### config.mk
export PLATFORM = sky130hd
export DESIGN_NAME = led_mode_sequencer
export DESIGN_NICKNAME = d
export VERILOG_FILES = /design/src/rtl/led_pkg.sv /design/src/rtl/key_debounce.sv /design/src/rtl/led_mode_sequencer.sv
export SDC_FILE = /design/constraint.sdc
export NUM_CORES = 1
export LEC_CHECK = 0
export ABC_AREA = 1
export CORE_ASPECT_RATIO = 1.25
export CORE_MARGIN = 4
export CORE_UTILIZATION = 49
export CTS_BUF_LIST = sky130_fd_sc_hd__clkbuf_4 sky130_fd_sc_hd__clkbuf_8 sky130_fd_sc_hd__clkbuf_16
export CTS_CLUSTER_SIZE = 25
export DETAILED_ROUTE_END_ITERATION = 16
export PLACE_DENSITY = 0.95
export SLEW_MARGIN = 20
export SYNTH_ARGS = -nofsm -noshare
export SYNTH_HDL_FRONTEND = slang
export SYNTH_SLANG_ARGS = --single-unit
### constraint.sdc
create_clock -name clk -period 2.43 [get_ports clk]
set_input_delay 0.729 -clock clk [delete_from_list [all_inputs] [get_ports clk]]
set_output_delay 0.729 -clock clk [all_outputs]
set_load 0.02 [all_outputs]
### src/rtl/led_pkg.sv
// Shared definitions for the LED pattern subsystem: bank width, sequencer
// state encoding and default timing constants.
package led_pkg;

    localparam int unsigned LED_W               = 8;
    localparam int unsigned DEBOUNCE_CYCLES_DEF = 1000;
    localparam int unsigned BLANK_CYCLES_DEF    = 16;
    localparam int unsigned DWELL_CYCLES_DEF    = 24000;

    typedef enum logic [0:0] {
        StBlank = 1'b0,
        StRun   = 1'b1
    } seq_state_e;

endpackage

### src/rtl/key_debounce.sv
// Push-button conditioner: 2-FF synchronizer, stable-level debounce and a
// single-cycle press pulse on each accepted high-to-low transition.
module key_debounce
    import led_pkg::*;
#(
    parameter int unsigned DEBOUNCE_CYCLES = DEBOUNCE_CYCLES_DEF
) (
    input  logic clk,
    input  logic rst_n,
    input  logic key_n_i,
    output logic press_o
);

    localparam int unsigned      CW       = $clog2(DEBOUNCE_CYCLES + 1);
    localparam logic [CW-1:0]    CNT_LAST = CW'(DEBOUNCE_CYCLES - 1);

    logic          sync1_q, sync2_q;
    logic          level_q, level_d;  // debounced level, 1 = released
    logic [CW-1:0] cnt_q, cnt_d;
    logic          press_q, press_d;

    // Count consecutive samples that disagree with the accepted level.
    always_comb begin
        level_d = level_q;
        cnt_d   = cnt_q;
        press_d = 1'b0;
        if (sync2_q == level_q) begin
            cnt_d = '0;
        end else if (cnt_q == CNT_LAST) begin
            level_d = sync2_q;
            cnt_d   = '0;
            press_d = ~sync2_q;
        end else begin
            cnt_d = cnt_q + CW'(1);
        end
    end

    always_ff @(posedge clk or negedge rst_n) begin
        if (!rst_n) begin
            sync1_q <= 1'b1;
            sync2_q <= 1'b1;
            level_q <= 1'b1;
            cnt_q   <= '0;
            press_q <= 1'b0;
        end else begin
            sync1_q <= key_n_i;
            sync2_q <= sync1_q;
            level_q <= level_d;
            cnt_q   <= cnt_d;
            press_q <= press_d;
        end
    end

    assign press_o = press_q;

endmodule

### src/rtl/led_mode_sequencer.sv
// Grants the shared LED bank to one mode driver at a time, with a dark gap
// between modes. Auto-cycling on a dwell timer is built with LED_SEQ_AUTO_CYCLE_EN.
module led_mode_sequencer
    import led_pkg::*;
#(
    parameter int unsigned  NUM_MODES       = 4,
    parameter int unsigned  BLANK_CYCLES    = BLANK_CYCLES_DEF,
    parameter int unsigned  DWELL_CYCLES    = DWELL_CYCLES_DEF,
    parameter int unsigned  DEBOUNCE_CYCLES = DEBOUNCE_CYCLES_DEF,
    localparam int unsigned MW              = $clog2(NUM_MODES)
) (
    input  logic                       clk,
    input  logic                       rst_n,
    input  logic                       key_n,
    input  logic                       pause,
    input  logic [NUM_MODES*LED_W-1:0] mode_led,
    output logic [NUM_MODES-1:0]       mode_rst_n,
    output logic [LED_W-1:0]           led_out,
    output logic [MW-1:0]              cur_mode,
    output logic                       busy
);

    localparam int unsigned   BW         = $clog2(BLANK_CYCLES + 1);
    localparam logic [BW-1:0] BLANK_LAST = BW'(BLANK_CYCLES - 1);
    localparam logic [MW-1:0] MODE_LAST  = MW'(NUM_MODES - 1);

    seq_state_e             state_q, state_d;
    logic [BW-1:0]          blank_cnt_q, blank_cnt_d;
    logic [MW-1:0]          cur_mode_q, cur_mode_d;
    logic [LED_W-1:0]       led_out_q, led_out_d;
    logic [NUM_MODES-1:0]   mode_rst_n_q, mode_rst_n_d;
    logic [LED_W-1:0]       mode_slice [NUM_MODES];
    logic                   press;
    logic                   dwell_done;
    logic                   advance;

    key_debounce #(
        .DEBOUNCE_CYCLES(DEBOUNCE_CYCLES)
    ) u_key_debounce (
        .clk    (clk),
        .rst_n  (rst_n),
        .key_n_i(key_n),
        .press_o(press)
    );

    // Presses arriving during BLANK are dropped rather than queued.
    assign advance = (state_q == StRun) && (press || dwell_done);

`ifdef LED_SEQ_AUTO_CYCLE_EN
    localparam int unsigned   DW         = $clog2(DWELL_CYCLES + 1);
    localparam logic [DW-1:0] DWELL_LAST = DW'(DWELL_CYCLES - 1);

    logic [DW-1:0] dwell_cnt_q, dwell_cnt_d;

    assign dwell_done = (state_q == StRun) && !pause && (dwell_cnt_q == DWELL_LAST);

    always_comb begin
        dwell_cnt_d = dwell_cnt_q;
        if ((state_q != StRun) || advance) begin
            dwell_cnt_d = '0;
        end else if (!pause) begin
            dwell_cnt_d = dwell_cnt_q + DW'(1);
        end
    end

    always_ff @(posedge clk or negedge rst_n) begin
        if (!rst_n) begin
            dwell_cnt_q <= '0;
        end else begin
            dwell_cnt_q <= dwell_cnt_d;
        end
    end
`else
    logic unused_dwell_cfg;

    assign dwell_done       = 1'b0;
    assign unused_dwell_cfg = pause | (DWELL_CYCLES == 0);
`endif

    always_comb begin
        state_d     = state_q;
        blank_cnt_d = blank_cnt_q;
        cur_mode_d  = cur_mode_q;
        case (state_q)
            StBlank: begin
                if (blank_cnt_q == BLANK_LAST) begin
                    state_d     = StRun;
                    blank_cnt_d = '0;
                end else begin
                    blank_cnt_d = blank_cnt_q + BW'(1);
                end
            end
            StRun: begin
                if (advance) begin
                    state_d     = StBlank;
                    blank_cnt_d = '0;
                    cur_mode_d  = (cur_mode_q == MODE_LAST) ? '0 : cur_mode_q + MW'(1);
                end
            end
            default: state_d = StBlank;
        endcase
    end

    always_comb begin
        for (int unsigned k = 0; k < NUM_MODES; k++) begin
            mode_slice[k] = mode_led[k*LED_W +: LED_W];
        end
    end

    // Outputs follow the next state so the driver leaves reset in the first RUN
    // cycle; the bank stays dark until that driver has had one clock to start.
    always_comb begin
        led_out_d    = '0;
        mode_rst_n_d = '0;
        if (state_d == StRun) begin
            mode_rst_n_d = NUM_MODES'(1) << cur_mode_d;
            if (state_q == StRun) begin
                led_out_d = mode_slice[cur_mode_q];
            end
        end
    end

    always_ff @(posedge clk or negedge rst_n) begin
        if (!rst_n) begin
            state_q      <= StBlank;
            blank_cnt_q  <= '0;
            cur_mode_q   <= '0;
            led_out_q    <= '0;
            mode_rst_n_q <= '0;
        end else begin
            state_q      <= state_d;
            blank_cnt_q  <= blank_cnt_d;
            cur_mode_q   <= cur_mode_d;
            led_out_q    <= led_out_d;
            mode_rst_n_q <= mode_rst_n_d;
        end
    end

    assign led_out    = led_out_q;
    assign mode_rst_n = mode_rst_n_q;
    assign cur_mode   = cur_mode_q;
    assign busy       = (state_q == StBlank);

endmodule

# == Word-level counts from Yosys, hierarchy flattened ==
# Cells that the tools add are included.
# totals
reg_bits,34
in_bits,36
out_inout_bits,15
elab_cells,45
# op_classes
add_sub_neg,3
magnitude_cmp,1
n_eq_ne,5
shifts,1
n_mux,19
bitwise,4
n_reduce_logical,2
# ops
cell,count
8-bit two-way mux,4
10-bit two-way mux,2
8-bit binary-select mux with 2-bit select,1
"10-bit by 1-bit adder with 10-bit output, second input constant",1
"10-bit == test, second input constant",1
5-bit two-way mux,2
5-bit case mux with 2 select lines,1
2-bit two-way mux,3
"5-bit by 1-bit adder with 5-bit output, second input constant",1
"5-bit by 4-bit == test with 1-bit output, second input constant",1
1-bit two-way mux,4
4-bit two-way mux,1
"1-bit by 2-bit left shift with 4-bit output, first input constant",1
"3-bit greater-or-equal comparator, second input constant",1
1-bit inverter,3
2-bit inverter with 3-bit output,1
"2-bit by 1-bit adder with 2-bit output, second input constant",1
"2-bit == test, second input constant",1
"2-bit by 1-bit inequality test with 1-bit output, second input constant",1
1-bit case mux with 2 select lines,1
2-bit AND reduction,1
1-bit == test,1
1-bit logical AND,1

# == Depth between registers and ports, before layout ==
# Gate-level depths: netlist of run 1.
# depth
word_depth,6
depth_mapped,8
ltp_nobuf,8

# == Cells and area by module ==
# A second synthesis of run 1 with hierarchy kept.
# unflattened
cells_unflattened,251
hier_area_um2,1860.5
# by_module_without_submodules
mod,instances,cells_per_inst,area_per_inst_um2,seq_area_each_um2
led_mode_sequencer,1,174,1192.4,500.5
key_debounce,1,77,668.1,354.1

# == Least setup slack after synthesis of run 1 ==
# OpenSTA, ideal clock, no wires.
# synth_timing
path_type,register to output
startpoint,register state_q
endpoint,output port busy
arrival_ns,0.592
t_required_ns,1.701
slack_ns,1.109
path_stages_with_launch,2
path_cell_list,dfrtp_1 inv_1
# synth_between
elab_chain_cells,1
# synth_lines
element,line_no,text
from (decl),led_mode_sequencer.sv:27,"seq_state_e state_q, state_d;"
from (signal assigned),led_mode_sequencer.sv:125,state_q <= StBlank;
from (signal assigned),led_mode_sequencer.sv:131,state_q <= state_d;
1-bit inverter,led_mode_sequencer.sv:142,assign busy = (state_q == StBlank);
to (decl),led_mode_sequencer.sv:20,output logic busy
# Every way passes these cells.

# == Worst setup path in the final report of run 1 ==
# Ends and elaborated chain as after synthesis.

==> flow_summary_export.csv, run 1 <==
group,metric,value,unit
setup_path,critPathTopFamily,"buffers and inverters",
floorplan,fp.coreArea,3030,µm²
floorplan,die_width,59.2,µm
setup_path,crit_chain,"inv_1 -> clkdlybuf4s50_1",
clocking,cts_buffers,5,
route,drc,0,
yosys,synth_area_leader_cell,"dfrtp_1",
setup_path,reg2reg_slack,880,ps
yosys,synthFlopType,"dfrtp_1",
placement,port_buffers,49,
finish,drive_gt1_frac,0.0720,
timing,setup_viol,0,
floorplan,die_area,4260,µm²
setup_path,rr_endpoint,"mode_rst_n[0]",
global_routing,grt_use_total,0.204,
clocking,cts_root_buffer,"clkbuf_4",
yosys,avgSynthCellArea,8.23,µm²
setup_path,path_buf_inv,2,
power,power_density,468,nW/µm²
yosys,synth_nets,234,
global_routing,overflow,0,
hold_path,worstHoldPathType,"flop to flop",
global_routing,antenna_found_initial,0,
yosys,ys_top_cells_by_count,"nor2_1, dfrtp_1, nand2_1",
timing,skew,9.54,ps
clocking,cts_sinks,34,
floorplan,initial_core_util,0.530,
hold_path,min_path_cells,0,
route,drt_pass1_iterations,4,
finish,multi_input_area,657,µm²
finish,layout.area.seq,855,µm²
yosys,synthesis.area,1610,µm²
route,routed_via_density,5.12,
timing,drv_slew,0,
finish,fill_cells,219,
setup_path,worstSetupPathType,"flop to output pin",
job,drv_cap,0,
global_routing,first_global_vias,1485,
yosys,yosysMostFrequentCell,"nor2_1",
run_status,status,"completed",
clocking,cts_tree,"yes",
route,drt_iter0_markers,27,
route,vias,1464,
timing,period_share,0.926,
setup_path,crit_path_start_kind,"flop",
timing,max_freq,0.445,GHz
route,ant_nets,0,
floorplan,die_h,72.0,µm
setup_path,worstRegToRegCells,5,
timing,tightest_slew,417,ps
global_routing,grt_first_pass_wirelength,6.58,mm
clocking,h-tree-depth,2,
clocking,ctsHoldBuffers,0,
timing,whs,361,ps
timing,slew_headroom,0.722,
floorplan,rows,22,
timing,fin_setup_tns,0,ps
route,drt_wl_total,3.87,mm
setup_path,cp_max_fo,6,
clocking,post_cts_buffers,0,
power,vdd_drop_max,0.000416,V
timing,finalHoldViolations,0,
setup_path,worstSetupEndpointType,"output pin",
yosys,synth_edf_count,0,
finish,final_nets,288,
placement,hpwl,2.85,mm
setup_path,cpPeakStageDelay,620,ps
global_routing,grt_max_degree,35,
yosys,synth-seq-cells,34,
finish,area_delta_synth_final,36.6,%
placement,place.gp.congestion,0.839,
clocking,clock_latency,330,ps
setup_path,critPathSlowestCell,"clkdlybuf4s50_1",
clocking,ctsResizeCount,0,
yosys,synth_top_area_frac,0.483,
yosys,synth_cells,195,
yosys,yosysWarningCount,0,
power,p_leak,1.02,nW
setup_path,reg2reg_from,"cur_mode[0]",
clocking,clockBufferDepth,2,
yosys,yosysSeqAreaShare,0.532,
setup_path,arrival,1520,ps
timing,period_minus_slack,2250,ps
yosys,synthTopCellsByArea,"dfrtp_1, nor2_1, o21ai_0",
timing,grt_setup_unrepaired,"false",
clocking,clk_pin_slew,90,ps
route,routedWlPerCell,13.5,µm
finish,diodes,0,
setup_path,crit_required,1700,ps
yosys,synth_cell_types,22,
hold_path,min_from,"u_key_debounce.sync1_q",
floorplan,ios,51,
yosys,synth_async_sr_flop_share,1.00,
hold_path,hold_end,"u_key_debounce.sync2_q",
==> power breakdown <==
group / internal [W] / switching [W]
sequential: 0.000579 / 0.00000543
clock: 0.000149 / 0.000179
combinational: 0.0000708 / 0.0000444
total: 0.000799 / 0.000229
==> placed cells by master, fill, tap and decap left out <==
cell             Yosys  layout
nor3_1               4       4
a21oi_1             11      11
xnor2_1              2       2
inv_1               15      15
nand2_1             24      24
clkdlybuf4s50_1      0      49
nand3_1             12      12
dfrtp_1             31      31
o21a_4               1       1
o21bai_1             1       1
a31oi_1              1       1
nand2_2              1       1
xor2_1               3       3
ha_1                 3       3
o21ai_0             20      20
inv_2                2       2
nor2_1              53      53
o21ai_1              2       2
clkbuf_4             0       8
buf_4                0       3
nand4_1              1       1
dfstp_2              3       3
==> final cells by class <==
cell class,count,share of cell area
Multi-Input combinational cell,139,0.299
Inverter,17,0.0291
Tap cell,36,0.0205
Timing Repair Buffer,52,0.234
Sequential cell,34,0.390
Clock buffer,8,0.0274
==> worst max-delay path by stage <==
stage / slack [ps] / cells past startpoint / from / to
finish: 180 / 2 / state_q / busy
detailed placement: 540 / 2 / state_q / busy
floorplan: 1110 / 1 / state_q / busy
global placement: 560 / 2 / state_q / busy
CTS: 160 / 2 / state_q / busy
global route: 100 / 2 / state_q / busy
==> state kept, by name, summed over array words and instances (netlist names) <==
name / cells
u_key_debounce.level_q: 1
u_key_debounce.sync2_q: 1
mode_rst_n: 4
blank_cnt_q: 5
u_key_debounce.press_o: 1
u_key_debounce.sync1_q: 1
cur_mode: 2
u_key_debounce.cnt_q: 10
led_out: 8
state_q: 1
==> stage by stage <==
| stage | std cells | setup WS (ps) | instance area, µm² | power, W | utilization |
|---|---|---|---|---|---|
| after floorplan | 195 | 1110 | 1610 | 0.000626 | - |
| after global placement | 278 | 557 | 2130 | 0.000708 | 0.705 |
| after detailed placement | 278 | 543 | 2130 | 0.000712 | 0.705 |
| after CTS | 286 | 164 | 2190 | 0.00104 | 0.724 |
| after global routing | 286 | 95.6 | 2190 | 0.00107 | 0.724 |
| final | 286 | 181 | 2190 | 0.00103 | 0.724 |
==> worst reg2reg max path, delay by kind of cell (launching register included) <==
family | cells | cell delay (ps)
buf+inv | 2 | 320
compound gates | 1 | 240
flops | 1 | 390
simple gates | 1 | 200
fa+ha+maj | 1 | 300
==> per-layer routing <==
metal	vias to the layer above	share of wire	GRT usage
met5	-	0	0
met4	0	0.026	0.0756
met1	673	0.41	0.235
li1	733	-	-
met3	12	0.063	0.0694
met2	46	0.50	0.343
==> logic make-up (layout without fill, tap and decap cells) <==
kind of cell             after synthesis  count (layout)  share of synthesized area
AND/OR/NAND/NOR                       95              95                      0.238
AO/OA/AOI/OAI                         36              36                      0.121
flip-flops                            34              34                      0.532
adder cells (fa/ha/maj)                3               3                     0.0234
XOR/XNOR                               5               5                     0.0273
buffers and inverters                 22              77                     0.0585
No activity file was read; power rests on OpenSTA's default activity.
==> run 2: changes to the inputs <==
SETUP_SLACK_MARGIN = 0.05   (was default)
==> results of run 2 <==
Final layout, timing and power as in run 1 (identical DEF).
